`config.mk`:
```
export PLATFORM = sky130hd
export DESIGN_NAME = multicycle_controller_flat
export DESIGN_NICKNAME = d
export VERILOG_FILES = /design/src/rtl/multicycle_controller_pkg.sv /design/src/rtl/multicycle_controller_if.sv /design/src/rtl/multicycle_controller_alu_decoder.sv /design/src/rtl/multicycle_controller.sv /design/src/flat_wrapper.sv
export SDC_FILE = /design/constraint.sdc
export NUM_CORES = 1
export LEC_CHECK = 0
export ABC_AREA = 1
export BUFFER_PORTS_ARGS = -buffer_cell sky130_fd_sc_hd__buf_4
export CORE_AREA = 2 2 39 41
export DETAILED_ROUTE_END_ITERATION = 16
export DIE_AREA = 0 0 41 43
export PLACE_DENSITY_LB_ADDON = 0.12
export SLEW_MARGIN = 30
export SYNTH_ARGS = -nofsm -noshare
export SYNTH_HDL_FRONTEND = slang
export SYNTH_SLANG_ARGS = --single-unit
```
`constraint.sdc`:
```
create_clock -name clk -period 2.5 [get_ports clk]
set_clock_uncertainty 0.1 [all_clocks]
set_input_delay 0 -clock clk [delete_from_list [all_inputs] [get_ports clk]]
set_output_delay 0 -clock clk [all_outputs]
set_load 0.02 [all_outputs]
```
`src/rtl/multicycle_controller_pkg.sv`:
```
// Shared types and encodings for the multicycle RV32I control unit.
package multicycle_controller_pkg;

  typedef enum logic [3:0] {
    StFetch,
    StDecode,
    StMemAdr,
    StMemRead,
    StMemWb,
    StMemWrite,
    StExecuteR,
    StExecuteI,
    StAluWb,
    StJal,
    StBeq
  } mc_state_e;

  typedef enum logic [1:0] {
    AluOpAdd   = 2'b00,
    AluOpSub   = 2'b01,
    AluOpFunct = 2'b10
  } alu_op_e;

  localparam logic [6:0] OpLoad  = 7'b0000011;
  localparam logic [6:0] OpStore = 7'b0100011;
  localparam logic [6:0] OpRType = 7'b0110011;
  localparam logic [6:0] OpIType = 7'b0010011;
  localparam logic [6:0] OpJal   = 7'b1101111;
  localparam logic [6:0] OpBeq   = 7'b1100011;

  localparam logic [1:0] ResAluOut    = 2'b00;
  localparam logic [1:0] ResData      = 2'b01;
  localparam logic [1:0] ResAluResult = 2'b10;

  localparam logic [1:0] SrcAPc    = 2'b00;
  localparam logic [1:0] SrcAOldPc = 2'b01;
  localparam logic [1:0] SrcARd1   = 2'b10;

  localparam logic [1:0] SrcBRd2  = 2'b00;
  localparam logic [1:0] SrcBImm  = 2'b01;
  localparam logic [1:0] SrcBFour = 2'b10;

  localparam logic [1:0] ImmI = 2'b00;
  localparam logic [1:0] ImmS = 2'b01;
  localparam logic [1:0] ImmB = 2'b10;
  localparam logic [1:0] ImmJ = 2'b11;

  localparam logic [2:0] AluAdd = 3'b000;
  localparam logic [2:0] AluSub = 3'b001;
  localparam logic [2:0] AluAnd = 3'b010;
  localparam logic [2:0] AluOr  = 3'b011;
  localparam logic [2:0] AluSlt = 3'b101;

  // Immediate format follows the opcode alone; R-type does not care and gets I.
  function automatic logic [1:0] imm_src_for(logic [6:0] op);
    logic [1:0] imm;
    case (op)
      OpStore: imm = ImmS;
      OpBeq:   imm = ImmB;
      OpJal:   imm = ImmJ;
      default: imm = ImmI;
    endcase
    return imm;
  endfunction

endpackage

```
`src/rtl/multicycle_controller_if.sv`:
```
// Instruction fields and status in, datapath selects and enables out.
interface multicycle_controller_if;
  logic [6:0] op;
  logic [2:0] funct3;
  logic       funct7b5;
  logic       zero;
  logic       mem_ready;

  logic       pc_write;
  logic       adr_src;
  logic       mem_write;
  logic       ir_write;
  logic [1:0] result_src;
  logic [1:0] alu_src_a;
  logic [1:0] alu_src_b;
  logic [1:0] imm_src;
  logic [2:0] alu_control;
  logic       reg_write;
  logic       illegal_instr;

  // Datapath side.
  modport master (
    output op, funct3, funct7b5, zero, mem_ready,
    input  pc_write, adr_src, mem_write, ir_write, result_src, alu_src_a, alu_src_b,
    input  imm_src, alu_control, reg_write, illegal_instr
  );

  // Controller side.
  modport slave (
    input  op, funct3, funct7b5, zero, mem_ready,
    output pc_write, adr_src, mem_write, ir_write, result_src, alu_src_a, alu_src_b,
    output imm_src, alu_control, reg_write, illegal_instr
  );
endinterface

```
`src/rtl/multicycle_controller_alu_decoder.sv`:
```
// Maps ALUOp plus instruction function bits onto the ALU operation select.
module multicycle_controller_alu_decoder
  import multicycle_controller_pkg::*;
(
  input  alu_op_e    alu_op_i,
  input  logic [2:0] funct3_i,
  input  logic       op5_i,
  input  logic       funct7b5_i,
  output logic [2:0] alu_control_o
);

  // Only R-type (op[5]=1) with funct7b5 selects subtract; addi ignores bit 30.
  always_comb begin
    alu_control_o = AluAdd;
    unique case (alu_op_i)
      AluOpAdd: alu_control_o = AluAdd;
      AluOpSub: alu_control_o = AluSub;
      AluOpFunct: begin
        case (funct3_i)
          3'b000:  alu_control_o = (op5_i & funct7b5_i) ? AluSub : AluAdd;
          3'b010:  alu_control_o = AluSlt;
          3'b110:  alu_control_o = AluOr;
          3'b111:  alu_control_o = AluAnd;
          default: alu_control_o = AluAdd;
        endcase
      end
      default: alu_control_o = AluAdd;
    endcase
  end

endmodule

```
`src/rtl/multicycle_controller.sv`:
```
// Main control FSM for the multicycle RV32I core; Moore outputs plus memory wait states.
module multicycle_controller
  import multicycle_controller_pkg::*;
#(
  parameter bit MEM_WAIT_EN = 1'b1
) (
  input logic                     clk,
  input logic                     reset,
  multicycle_controller_if.slave  bus
);

  mc_state_e state_q, state_d;
  alu_op_e   alu_op;
  logic      pc_update;
  logic      branch;
  logic      ready;

  // With waits disabled every memory access completes in its first cycle.
  assign ready = MEM_WAIT_EN ? bus.mem_ready : 1'b1;

  // State register; reset aborts any instruction in flight.
  always_ff @(posedge clk or posedge reset) begin
    if (reset) begin
      state_q <= StFetch;
    end else begin
      state_q <= state_d;
    end
  end

  // Next-state and per-state datapath controls.
  always_comb begin
    state_d           = state_q;
    alu_op            = AluOpAdd;
    pc_update         = 1'b0;
    branch            = 1'b0;
    bus.adr_src       = 1'b0;
    bus.mem_write     = 1'b0;
    bus.ir_write      = 1'b0;
    bus.result_src    = ResAluOut;
    bus.alu_src_a     = SrcAPc;
    bus.alu_src_b     = SrcBRd2;
    bus.reg_write     = 1'b0;
    bus.illegal_instr = 1'b0;
    unique case (state_q)
      StFetch: begin
        bus.alu_src_b  = SrcBFour;
        bus.result_src = ResAluResult;
        bus.ir_write   = ready;
        pc_update      = ready;
        state_d        = ready ? StDecode : StFetch;
      end
      StDecode: begin
        // Precompute the branch target while the opcode is decoded.
        bus.alu_src_a = SrcAOldPc;
        bus.alu_src_b = SrcBImm;
        case (bus.op)
          OpLoad, OpStore: state_d = StMemAdr;
          OpRType:         state_d = StExecuteR;
          OpIType:         state_d = StExecuteI;
          OpJal:           state_d = StJal;
          OpBeq:           state_d = StBeq;
          default: begin
            bus.illegal_instr = 1'b1;
            state_d           = StFetch;
          end
        endcase
      end
      StMemAdr: begin
        bus.alu_src_a = SrcARd1;
        bus.alu_src_b = SrcBImm;
        state_d       = (bus.op == OpStore) ? StMemWrite : StMemRead;
      end
      StMemRead: begin
        bus.adr_src = 1'b1;
        state_d     = ready ? StMemWb : StMemRead;
      end
      StMemWb: begin
        bus.result_src = ResData;
        bus.reg_write  = 1'b1;
        state_d        = StFetch;
      end
      StMemWrite: begin
        bus.adr_src   = 1'b1;
        bus.mem_write = ready;
        state_d       = ready ? StFetch : StMemWrite;
      end
      StExecuteR: begin
        bus.alu_src_a = SrcARd1;
        alu_op        = AluOpFunct;
        state_d       = StAluWb;
      end
      StExecuteI: begin
        bus.alu_src_a = SrcARd1;
        bus.alu_src_b = SrcBImm;
        alu_op        = AluOpFunct;
        state_d       = StAluWb;
      end
      StAluWb: begin
        bus.reg_write = 1'b1;
        state_d       = StFetch;
      end
      StJal: begin
        // Link value PC+4 from OldPC; the jump target was formed in DECODE.
        bus.alu_src_a = SrcAOldPc;
        bus.alu_src_b = SrcBFour;
        pc_update     = 1'b1;
        state_d       = StAluWb;
      end
      StBeq: begin
        bus.alu_src_a = SrcARd1;
        alu_op        = AluOpSub;
        branch        = 1'b1;
        state_d       = StFetch;
      end
      default: state_d = StFetch;
    endcase
  end

  assign bus.pc_write = pc_update | (branch & bus.zero);
  assign bus.imm_src  = imm_src_for(bus.op);

  multicycle_controller_alu_decoder u_alu_decoder (
    .alu_op_i      (alu_op),
    .funct3_i      (bus.funct3),
    .op5_i         (bus.op[5]),
    .funct7b5_i    (bus.funct7b5),
    .alu_control_o (bus.alu_control)
  );

endmodule
```
`src/flat_wrapper.sv`:
```
// flat-port wrapper written by rule: the top's interface ports become plain ports
module multicycle_controller_flat import multicycle_controller_pkg::*;
#(
  parameter bit MEM_WAIT_EN = 1'b1
)
  (clk, reset, bus_op, bus_funct3, bus_funct7b5, bus_zero, bus_mem_ready, bus_pc_write, bus_adr_src, bus_mem_write, bus_ir_write, bus_result_src, bus_alu_src_a, bus_alu_src_b, bus_imm_src, bus_alu_control, bus_reg_write, bus_illegal_instr);
  multicycle_controller_if bus_i ();
  input logic clk;
  input logic reset;
  input wire logic [$bits(bus_i.op)-1:0] bus_op;
  input wire logic [$bits(bus_i.funct3)-1:0] bus_funct3;
  input wire logic [$bits(bus_i.funct7b5)-1:0] bus_funct7b5;
  input wire logic [$bits(bus_i.zero)-1:0] bus_zero;
  input wire logic [$bits(bus_i.mem_ready)-1:0] bus_mem_ready;
  output wire logic [$bits(bus_i.pc_write)-1:0] bus_pc_write;
  output wire logic [$bits(bus_i.adr_src)-1:0] bus_adr_src;
  output wire logic [$bits(bus_i.mem_write)-1:0] bus_mem_write;
  output wire logic [$bits(bus_i.ir_write)-1:0] bus_ir_write;
  output wire logic [$bits(bus_i.result_src)-1:0] bus_result_src;
  output wire logic [$bits(bus_i.alu_src_a)-1:0] bus_alu_src_a;
  output wire logic [$bits(bus_i.alu_src_b)-1:0] bus_alu_src_b;
  output wire logic [$bits(bus_i.imm_src)-1:0] bus_imm_src;
  output wire logic [$bits(bus_i.alu_control)-1:0] bus_alu_control;
  output wire logic [$bits(bus_i.reg_write)-1:0] bus_reg_write;
  output wire logic [$bits(bus_i.illegal_instr)-1:0] bus_illegal_instr;
  assign bus_i.op = bus_op;
  assign bus_i.funct3 = bus_funct3;
  assign bus_i.funct7b5 = bus_funct7b5;
  assign bus_i.zero = bus_zero;
  assign bus_i.mem_ready = bus_mem_ready;
  assign bus_pc_write = bus_i.pc_write;
  assign bus_adr_src = bus_i.adr_src;
  assign bus_mem_write = bus_i.mem_write;
  assign bus_ir_write = bus_i.ir_write;
  assign bus_result_src = bus_i.result_src;
  assign bus_alu_src_a = bus_i.alu_src_a;
  assign bus_alu_src_b = bus_i.alu_src_b;
  assign bus_imm_src = bus_i.imm_src;
  assign bus_alu_control = bus_i.alu_control;
  assign bus_reg_write = bus_i.reg_write;
  assign bus_illegal_instr = bus_i.illegal_instr;
  multicycle_controller #(.MEM_WAIT_EN(MEM_WAIT_EN)) u_core (.clk(clk), .reset(reset), .bus(bus_i));
endmodule
```
* After elaboration in Yosys (flattened, before gate mapping)
Cells that the tools add are included.
** Cells by class
- Shift operators :: 0
- Muxes and demuxes :: 22
- Add/sub/neg operators :: 0
- Magnitude comparators :: 0
- Bitwise operators :: 3
- Equal/unequal tests :: 21
- Div/mod/pow operators :: 0
- Multiply operators :: 0
- Reductions and logical operators :: 12
** Operators with widths (count)
- case mux 4 bit (6 select lines) :: 1
- case mux 4 bit (5 select lines) :: 1
- equality test 4 x 3 -> 1 bit (second input constant) :: 4
- case mux 2 bit (2 select lines) :: 4
- equality test 7 x 6 -> 1 bit (second input constant) :: 2
- equality test 7 bit (second input constant) :: 2
- equality test 4 bit (second input constant) :: 3
- case mux 3 bit (4 select lines) :: 1
- OR reduction 2 bit :: 6
- two-way mux 1 bit :: 9
- two-way mux 3 bit :: 3
- equality test 4 x 2 -> 1 bit (second input constant) :: 2
- equality test 7 x 2 -> 1 bit (second input constant) :: 1
- equality test 7 x 5 -> 1 bit (second input constant) :: 1
- equality test 3 bit (second input constant) :: 2
- case mux 2 bit (3 select lines) :: 1
- case mux 3 bit (2 select lines) :: 1
- OR reduction 3 bit :: 2
- OR reduction 6 bit :: 1
- equality test 4 x 1 -> 1 bit (second input constant) :: 1
- logical NOT 4 bit :: 1
- OR reduction 4 bit :: 1
- equality test 3 x 2 -> 1 bit (second input constant) :: 1
- logical NOT 3 bit :: 1
- 5 further kinds :: 6
** Storage, ports and cells
- Bits in latches :: 0
- Bits in read-only memories :: 0
- Bits of input ports :: 15
- Register bits after elaboration :: 4
- Memories :: 0
- RAM bits :: 0

* Longest topological paths before layout
- Depth in word-level cells :: 5
- Gate-level depth with buffers :: 10
- Depth with buffers taken out :: 10

* Cells and area by module
Synthesis repeated with hierarchy kept, for this count alone.
** Unflattened totals
- Cells, all modules :: 106
- Area, all modules :: 604.3 µm²
** By module, submodules not included
- multicycle_controller :: times used 1, area each 513.0 µm², sequential area each 100.1 µm², cells each 89
- multicycle_controller_alu_decoder :: times used 1, area each 91.3 µm², sequential area each 0.0 µm², cells each 17

* Least setup slack after synthesis
No wires, ideal clock.
- Path type :: flip-flop to output port
- Start point :: register u_core.state_q[2]
- End point :: output bus_alu_control[1]
- Data arrival time :: 1575 ps
- Buffers on the path :: 0
- Path slack :: 825 ps
- Cell stages (with the launch flop) :: 6
- Cell sequence :: dfrtp_1 -> nor2_1 -> inv_1 -> nor2_2 -> ha_1 -> nor3b_1
** Between the ends
- Cells in the longest elaborated chain, start to end :: 5
- Elaborated cells between the ends (all ways) :: 8
** Ends and longest elaborated chain
- from (decl) :: RTL line multicycle_controller.sv:12 : mc_state_e state_q, state_d;
- from (signal assigned) :: RTL line multicycle_controller.sv:24 : state_q <= StFetch;
- from (signal assigned) :: RTL line multicycle_controller.sv:26 : state_q <= state_d;
- equality test 4 x 3 -> 1 bit :: RTL line multicycle_controller.sv:44 : unique case (state_q)
- OR reduction 2 bit (no line)
- case mux 2 bit (2 select lines) (*) :: RTL line multicycle_controller.sv:44
- equality test 2 bit or equality test 2 x 1 -> 1 bit (tied branches) :: RTL line multicycle_controller_alu_decoder.sv:15 : unique case (alu_op_i)
- case mux 3 bit (2 select lines) (*) :: RTL line multicycle_controller_alu_decoder.sv:15
- to (decl) :: RTL line flat_wrapper.sv:23 : output wire logic [$bits(bus_i.alu_control)-1:0] bus_alu_control;
Mark *: on every way between the ends. The rest lies on a longest branch, timed or not.

* Worst setup path in the final report
- Start point :: register u_core.state_q[2]
- End point :: output bus_alu_control[0]
The elaborated chain is that of the path after synthesis.

==> out/qor.txt <==
Relative slew margins = 0.8406
Fin nets = 156
Arrival time reported for the critical path endpoint = 1.82 ns
Deepest level of the CTS H-tree = 1
Gate family responsible for the most delay along the worst path = simple AND/OR/NAND/NOR gates
Drt initial violations = 11
Number of placement rows = 14
Core ar. = 0.001384 mm^2
Global route total overflow = 0
Clock Sink Count = 4
Fin util = 0.6103
Final HPWL DP = 1210 um
Number of global-route vias before repair = 604
Sequential area share after synthesis = 0.1790
Peak fanout along the critical path = 5
Final estimated routing congestion in global placement = 0.7419
Setup Viol. Count Final = 0
Crit Path Class = reg2out
Total GRT Usage = 0.1944
Global-route wire length before repair = 2359 um
Status = finished, final reports clean
Post-synth cell types = 17
Min cycle time layout = 1.918 ns
Delay of the slowest cell on the worst path = 0.43 ns
Final Cycle Share = 0.7673
Largest net degree at the start of global routing = 8
Required time at the worst-slack endpoint = 2.40 ns
Number of gates on the worst path with buffers counted = 10
CTS buffer count = 3
Power per standard cell area = 726.6 mW/mm^2
CP bufs+invs = 3
Number of nets produced by synthesis = 119
Clock latency on the worst-skew pair = 0.23 ns
Cell mode on critical path = nor2_1
Count of max-cap constraint violations = 0
Wire length reported by the detailed router = 1422 um
Area delta synth->final = 51.01%
Clock Root Buffer = clkbuf_4
Setup repair after global routing missed its margin = false
Accumulated negative setup slack = 0 ns
Die Width = 41 um
Number of stages on the worst hold path = 4
Number of synthesized register bits = 4
Max Buffers Root-to-Sink = 2
Final hold violation count = 0
Cell count after synthesis = 102
Largest reg by FF count = u_core.state_q
Starting Density = 0.4042
Count of boundary I/O pins = 32
Number of hold buffers added after CTS = 1
Vertical die dimension = 43 um
Count of nets left with antenna violations after detail routing = 0
Standard cell with the maximum stage delay on the critical path = dfrtp_1
Mean instance size in the synthesized netlist = 5.483 um^2
Clock tree from TritonCTS = yes
Max reg flops = 4
Clock input transition at the sequential cells of the worst setup and hold paths = 0.04 ns
Vias = 722
Proportion of layout cells with a drive suffix above 1 = 0.3066
Cells traversed along the worst timing path = nor2_1 > inv_1 > nor2_2 > inv_1 > ha_1 > nand2_1 > nor2_1 > nor2_1 > a21oi_1 > buf_4
VDD IR-drop max = 0.0004320 V
WL per Instance = 9.294 um
Highest clock rate = 0.5213 GHz
Number of DRC violations after detailed routing = 0
Leakage power = 0.4915 nW
Vias per cell = 4.719
Number of I/O port buffers = 31
Post-Syn Area = 559.3 um^2
Slew of the pin with the lowest slew margin = 0.2389 ns
Worst reg-to-reg path cell count = 7
Initial antenna violation count = 0
Final number of max-transition violations = 0
Die area = 0.001763 mm^2
Endpoint kind of the worst setup timing path = primary output
Iteration count of the initial detailed-routing pass = 3
Syn. warnings = 0
HP Class = in2reg
Antenna cell count = 0
CTS-repair resized insts = 0
Post-CTS Setup Bufs = 0
Crit path launch type = register
Largest registers ranked by flip-flop count = u_core.state_q x4
path summary, 6_finish.rpt:
| check | endpoint | slack [ns] | startpoint |
|---|---|---|---|
| worst max-delay path | bus_alu_control[0] | 0.58 | u_core.state_q[2] |
| worst min-delay path | u_core.state_q[2] | 0.01 | bus_op[6] |
| worst max register to register | u_core.state_q[2] | 1.28 | u_core.state_q[1] |
| worst min register to register | u_core.state_q[1] | 0.55 | u_core.state_q[3] |
| max in group asynchronous | u_core.state_q[1] | 2.05 | reset |
| min in group asynchronous | u_core.state_q[3] | 0.10 | reset |
cell families (layout without fill, tap and decap cells):
logic type,after synthesis,in the layout,synth area share
flip-flops,4,4,0.1790
adder cells (fa/ha/maj),2,2,0.04474
AND/OR/NAND/NOR,70,70,0.5772
buffers and inverters,19,54,0.1275
AO/OA/AOI/OAI,7,7,0.07157
layout make-up:
class	instances	area, um^2
inverters	19	71.32
multi-input cells	79	387.9
fillers	149	539.3
flip-flops and latches	4	100.1
well taps	16	20.02
repair buffers	32	242.7
clock buffers	3	22.52
through the flow:
step	hold WS, ns	power (mW)	setup WS [ns]	cell area, um^2	std cells
after floorplan	-0.3339	0.3700	0.8252	559.3	102
after global placement	-0.2028	0.5338	0.8938	812.0	149
after global routing	0.02866	0.6695	0.4197	844.6	153
after CTS	0.007534	0.6201	0.5938	844.6	153
after detailed placement	-0.1998	0.5373	0.8534	812.0	149
final	0.01183	0.6136	0.5817	844.6	153
cells in the final DEF, fill, tap and decap left out, types with 3 or more instances in the layout:
| cell type | Yosys | layout |
|---|---|---|
| nand3_1 | 11 | 11 |
| clkbuf_4 | 0 | 3 |
| nand4_1 | 3 | 3 |
| dfrtp_1 | 4 | 4 |
| nor2_2 | 3 | 3 |
| nor2_1 | 18 | 18 |
| inv_1 | 18 | 18 |
| nand2_1 | 28 | 28 |
| a21oi_1 | 3 | 3 |
| buf_4 | 0 | 31 |
routing by layer:
layer / global-route usage / part of all wire
met1: 0.2403 / 0.46
met4: 0.08000 / 0
met3: 0.06283 / 0.055
met2: 0.2969 / 0.48
met5: 0 / 0
power by group:
part / total, mW / switching, mW / internal [mW]
combinational: 0.430 / 0.258 / 0.172
sequential: 0.104 / 0.0244 / 0.0800
clock: 0.0791 / 0.0255 / 0.0536
worst register-to-register path, stage by stage (launching register included):
cell,delay [ns]
dfrtp_1,0.42
inv_1,0.18
nand2_4,0.09
nor2_1,0.12
nand2_1,0.08
nand2_1,0.06
inv_1,0.04
nand3_1,0.05
Yosys cell counts, drive strengths merged:
cell type | n | area share
dfrtp | 4 | 0.18
inv | 19 | 0.13
nand2 | 30 | 0.22
a21oi | 3 | 0.027
nor3b | 1 | 0.013
nand3 | 11 | 0.098
nand4 | 3 | 0.034
o21ai | 2 | 0.018
o31ai | 2 | 0.027
nor3 | 2 | 0.018
nor2 | 23 | 0.19
ha | 2 | 0.045
Power figures use the tool's default switching activity.
